**config.mk**
```make
export PLATFORM = sky130hd
export DESIGN_NAME = param_shift_register
export DESIGN_NICKNAME = d
export VERILOG_FILES = /design/src/rtl/shreg_pkg.sv /design/src/rtl/shift_step.sv /design/src/rtl/param_shift_register.sv
export SDC_FILE = /design/constraint.sdc
export NUM_CORES = 1
export LEC_CHECK = 0
export ABC_AREA = 1
export CAP_MARGIN = 0
export CORE_MARGIN = 4
export CORE_UTILIZATION = 53
export CTS_BUF_LIST = sky130_fd_sc_hd__clkbuf_16
export CTS_CLUSTER_SIZE = 28
export DETAILED_ROUTE_END_ITERATION = 6
export PLACE_DENSITY = 0.84
export SYNTH_ARGS = -nofsm -noshare
export SYNTH_HDL_FRONTEND = slang
export SYNTH_SLANG_ARGS = --single-unit
export TNS_END_PERCENT = 30
```
**constraint.sdc**
```tcl
create_clock -name clk -period 3 [get_ports clk]
set_clock_uncertainty 0.05 [all_clocks]
set_input_delay 0.6 -clock clk [delete_from_list [all_inputs] [get_ports clk]]
set_output_delay 0.6 -clock clk [all_outputs]
set_load 0.005 [all_outputs]
```
**src/rtl/shreg_pkg.sv**
```systemverilog
// Shared types for the parametrised shift register: operation codes and FSM states.
package shreg_pkg;

    // Operation codes as presented on the op input; 10..15 are reserved no-ops.
    typedef enum logic [3:0] {
        OP_CLEAR = 4'd0,
        OP_LOAD  = 4'd1,
        OP_SRL   = 4'd2,
        OP_SLL   = 4'd3,
        OP_SRA   = 4'd4,
        OP_SRS   = 4'd5,
        OP_ROR   = 4'd6,
        OP_ROL   = 4'd7,
        OP_LFSR  = 4'd8,
        OP_SLS   = 4'd9
    } op_t;

    typedef enum logic {
        ST_IDLE = 1'b0,
        ST_RUN  = 1'b1
    } state_t;

    // True for the multi-step operations (shifts, rotates, LFSR).
    function automatic logic is_step_op(input logic [3:0] op);
        return (op >= OP_SRL) && (op <= OP_SLS);
    endfunction

endpackage

```
**src/rtl/shift_step.sv**
```systemverilog
// One single-bit step of a shift / rotate / LFSR operation (purely combinational).
module shift_step
    import shreg_pkg::*;
#(
    parameter int              WIDTH = 8,
    parameter logic [WIDTH-1:0] TAPS = 'h1D
) (
    input  logic [WIDTH-1:0] q,
    input  logic [3:0]       op,
    input  logic             in_serial,
    output logic [WIDTH-1:0] q_next,
    output logic             out_bit
);

    // shr_body holds q moved one place right (without the new MSB),
    // shl_body holds q moved one place left (without the new LSB).
    logic [WIDTH-2:0] shr_body;
    logic [WIDTH-1:1] shl_body;
    logic             fb;

    genvar gi;
    generate
        for (gi = 0; gi < WIDTH - 1; gi++) begin : g_nbr
            assign shr_body[gi]     = q[gi+1];
            assign shl_body[gi+1]   = q[gi];
        end
    endgenerate

    // Feedback is forced to 1 from the all-zero state so the LFSR cannot lock up.
    assign fb = (q == '0) ? 1'b1 : ^(q & TAPS);

    // Select the stepped value and the bit leaving the register for the current op.
    always_comb begin
        q_next  = q;
        out_bit = 1'b0;
        case (op)
            OP_SRL:  begin q_next = {1'b0, shr_body};     out_bit = q[0];       end
            OP_SLL:  begin q_next = {shl_body, 1'b0};     out_bit = q[WIDTH-1]; end
            OP_SRA:  begin q_next = {q[WIDTH-1], shr_body}; out_bit = q[0];     end
            OP_SRS:  begin q_next = {in_serial, shr_body}; out_bit = q[0];      end
            OP_ROR:  begin q_next = {q[0], shr_body};     out_bit = q[0];       end
            OP_ROL:  begin q_next = {shl_body, q[WIDTH-1]}; out_bit = q[WIDTH-1]; end
            OP_LFSR: begin q_next = {fb, shr_body};       out_bit = q[0];       end
            OP_SLS:  begin q_next = {shl_body, in_serial}; out_bit = q[WIDTH-1]; end
            default: begin q_next = q;                    out_bit = 1'b0;       end
        endcase
    end

endmodule

```
**src/rtl/param_shift_register.sv**
```systemverilog
// Multi-cycle parametrised shift register: FSM, step counter and output registers.
module param_shift_register
    import shreg_pkg::*;
#(
    parameter int               WIDTH = 8,
    parameter logic [WIDTH-1:0] TAPS  = 'h1D,
    localparam int              AW    = $clog2(WIDTH) + 1
) (
    input  logic             clk,
    input  logic             rst,
    input  logic             start,
    input  logic [3:0]       op,
    input  logic [AW-1:0]    amount,
    input  logic [WIDTH-1:0] in_data,
    input  logic             in_serial,
    output logic             busy,
    output logic             done,
    output logic [WIDTH-1:0] q,
    output logic             serial_out
);

    state_t           state_reg, state_next;
    logic [AW-1:0]    cnt_reg,   cnt_next;
    logic [3:0]       op_reg,    op_next;
    logic [WIDTH-1:0] q_reg,     q_next;
    logic             so_reg,    so_next;
    logic             done_reg,  done_next;

    logic [WIDTH-1:0] step_q;
    logic             step_out;

    shift_step #(
        .WIDTH (WIDTH),
        .TAPS  (TAPS)
    ) u_step (
        .q         (q_reg),
        .op        (op_reg),
        .in_serial (in_serial),
        .q_next    (step_q),
        .out_bit   (step_out)
    );

    // State and datapath registers; reset clears everything immediately.
    always_ff @(posedge clk or posedge rst) begin
        if (rst) begin
            state_reg <= ST_IDLE;
            cnt_reg   <= '0;
            op_reg    <= '0;
            q_reg     <= '0;
            so_reg    <= 1'b0;
            done_reg  <= 1'b0;
        end else begin
            state_reg <= state_next;
            cnt_reg   <= cnt_next;
            op_reg    <= op_next;
            q_reg     <= q_next;
            so_reg    <= so_next;
            done_reg  <= done_next;
        end
    end

    // Next-state logic: accept requests in IDLE, perform one step per cycle in RUN.
    always_comb begin
        state_next = state_reg;
        cnt_next   = cnt_reg;
        op_next    = op_reg;
        q_next     = q_reg;
        so_next    = so_reg;
        done_next  = 1'b0;
        case (state_reg)
            ST_IDLE: begin
                if (start) begin
                    if (op == OP_CLEAR) begin
                        q_next    = '0;
                        done_next = 1'b1;
                    end else if (op == OP_LOAD) begin
                        q_next    = in_data;
                        done_next = 1'b1;
                    end else if (is_step_op(op) && (amount != '0)) begin
                        // No step on the accepting edge; stepping starts next cycle.
                        op_next    = op;
                        cnt_next   = amount;
                        state_next = ST_RUN;
                    end else begin
                        // Zero-step shift or reserved op: acknowledge only.
                        done_next = 1'b1;
                    end
                end
            end
            ST_RUN: begin
                q_next   = step_q;
                so_next  = step_out;
                cnt_next = cnt_reg - AW'(1);
                if (cnt_reg == AW'(1)) begin
                    state_next = ST_IDLE;
                    done_next  = 1'b1;
                end
            end
            default: begin
                state_next = ST_IDLE;
            end
        endcase
    end

    assign busy       = (state_reg == ST_RUN);
    assign done       = done_reg;
    assign q          = q_reg;
    assign serial_out = so_reg;

endmodule

```
==> reports/metrics.cfg <==
[power]
power_frac_seq_pct=29.7
netSwitchingFraction_pct=47.6
p_comb_share_pct=55.9
p_clk_share_pct=14.4
total_power_mw=1.92
leakagePower_nw=0.855
switching_power_mw=0.915
p_per_area_nw_per_um2=1130
internal_power_mw=1.01
irDropWorstVdd_v=0.000738

[hold_path]
holdPathStages=2
min_to=q[5]$_DFFE_PP0P_
min_path_type=flop to flop
holdCritStartpoint=q[5]$_DFFE_PP0P_

[timing]
tightest_slew_ns=0.740
slew_violations=0
fin_tns_setup_ns=0
relSlewSlack_pct=50.6
rsz0062_at_grt=no
hold_ws_ns=0.518
report.final.hold_viol_count=0
timing.final.crit_share_pct=73.5
post-route-min-period_ns=2.20
fmax_ghz=0.454
setup_viol=0

[placed_design]
hpwl_um=2560
gp_congestion=0.850
port_buffers=30
place_inst=253

[route]
drt_iter0_drc=84
vias=1411
ant_nets=0
remaining_drc_errors=0
dr.pass1.iters=5
wirelength_um=3490
vias_per_cell=5.49
wl_per_cell_um=13.6

[floorplan]
initial_utilization_pct=57.5
ioPinCount=31
num_rows=17
design.die.area_um2=3330
core-area_um2=2280
die_w_um=57.7
fp.dieH_um=57.7

[worst_setup_path]
crit_chain=clkdlybuf4s50_1
reg2regPathDepth=7
regToRegSetupSlack_ns=1.12
r2r_end=q[4]$_DFFE_PP0P_
cp_max_fo=16
cp.required_ns=2.35
crit_arrival_ns=1.55
slowest_delay_ns=0.69
end_kind=primary output
cp_num_buf_inv=1
worst_path_dominant_cell_family=flip-flops
start_kind=flop
path_class=flop to primary output
reg2reg_from=busy$_DFF_PP0_
cp_slowest_cell=dfrtp_1

[synthesis]
netlist_area_um2=1310
synth_cell_types=23
yosysWarnings=0
yosysMostFrequentCell=nand2_1
ys_seq_area_share_pct=36.3
ys_top_cells_by_count=47 x nand2_1, 30 x nand3_1, 25 x nor2_1
ys_ff_latch=19
avgSynthCellArea_um2=6.58
synth_top_area_share_pct=36.3
async_reset_ff_share_pct=100
synth_top_area_cell=dfrtp_1
synth_edf_count=0
synth.area.top_cells=dfrtp_1 36%, nand2_1 13%, nand3_1 11%
synth_ff_type=dfrtp_1
syn_inst=199
syn-num-nets=222

[final_layout]
drive_gt1_share_pct=7.42
area_delta_synth_final_pct=30.5
fillers=180
final_nets=253
multi_input_area_um2=699
num_antenna_cells=0
final_cells=257
final_util_pct=75.0
seqCellArea_um2=475
largest_reg_flops=8

[global_route]
grt_antenna_before_repair=0
grt_pass1_vias=1398
grt_use_total_pct=22.7
grt_max_degree=20
grt-ovfl-total=0
grt_pass1_wl_um=6000

[clock_tree]
clk_latency_ns=0.25
cts_hold_buf=0
cts_inserted_buffers=3
clock-sinks=19
post-cts-setup-buffers=0
clk_root_buffer_cell=clkbuf_16
clk_pin_slew_ns=0.06
ctsResizeCount=0
cts_max_level=1
cts_tree=yes
clock_path_buffers=2

[flow_run]
drv_cap=0

[outcome]
status=complete, no violations

logic make-up (layout without fill, tap and decap cells):
group           after synthesis  count (layout)  share of synthesized area (%)
simple gates                112             112                           38.3
buf+inv                      34              64                           10.2
compound gates               30              30                           11.6
flops                        19              19                           36.3
fa+ha+maj                     3               3                           2.87
xor+xnor                      1               1                          0.669
power by group through the flow:
stage | Clock, mW | Combinational [mW] | Sequential (mW)
CTS | 0.281 | 1.07 | 0.567
floorplan | 0 | 0.752 | 0.510
global route | 0.292 | 1.21 | 0.596
global placement | 0 | 1.01 | 0.558
detailed placement | 0 | 1.05 | 0.570
finish | 0.277 | 1.08 | 0.571
how the worst max path moves through the flow:
stage,from,slack (ns),depth (start not counted),endpoint
floorplan,op[1],1.52,7,op_reg[1]$_DFFE_PP0P_
global placement,op[3],0.88,9,cnt_reg[0]$_DFFE_PP0P_
detailed placement,op[3],0.77,9,cnt_reg[0]$_DFFE_PP0P_
CTS,busy$_DFF_PP0_,0.82,1,busy
global route,busy$_DFF_PP0_,0.74,1,busy
finish,busy$_DFF_PP0_,0.80,1,busy
through the flow:
stage                     instance area [um^2]  setup slack (ns)
after floorplan                           1310              1.52
after global placement                    1630             0.877
after detailed placement                  1630             0.775
after CTS                                 1710             0.821
after global routing                      1710             0.744
final                                     1710             0.796
cell usage in the layout, fill, tap and decap left out, drive strengths merged:
cell type	count
inv	30
nand3	31
nor4	1
nand2	51
dfrtp	19
a21oi	14
ha	3
xor2	1
clkdlybuf4s50	30
clkbuf	3
nand4	2
a31oi	1
clkinv	1
o21ai	15
nor2	27
worst reg2reg max path, delay by kind of cell (launching register included):
| family | cells | cell delay (ns) |
|---|---|---|
| AOI/OAI and AO/OA | 2 | 0.33 |
| buffers and inverters | 2 | 0.36 |
| and+or+nand+nor | 3 | 0.33 |
| DFF | 1 | 0.69 |
layer usage:
metal / global-route usage [%] / vias to the layer above / part of all wire [%]
met5: 0 / - / 0
met4: 8.94 / 0 / 2.8
met3: 4.01 / 14 / 6.3
met2: 39.0 / 61 / 49
met1: 28.2 / 633 / 42
li1: - / 703 / -
final cells by class:
cell class / count / area share (%)
inverters: 30 / 6.89
clock buffers: 3 / 4.40
clock inverters: 1 / 0.293
multi-input cells: 146 / 41.0
repair buffers: 30 / 17.6
well taps: 28 / 2.05
flip-flops and latches: 19 / 27.8
Power figures use the tool's default switching activity.
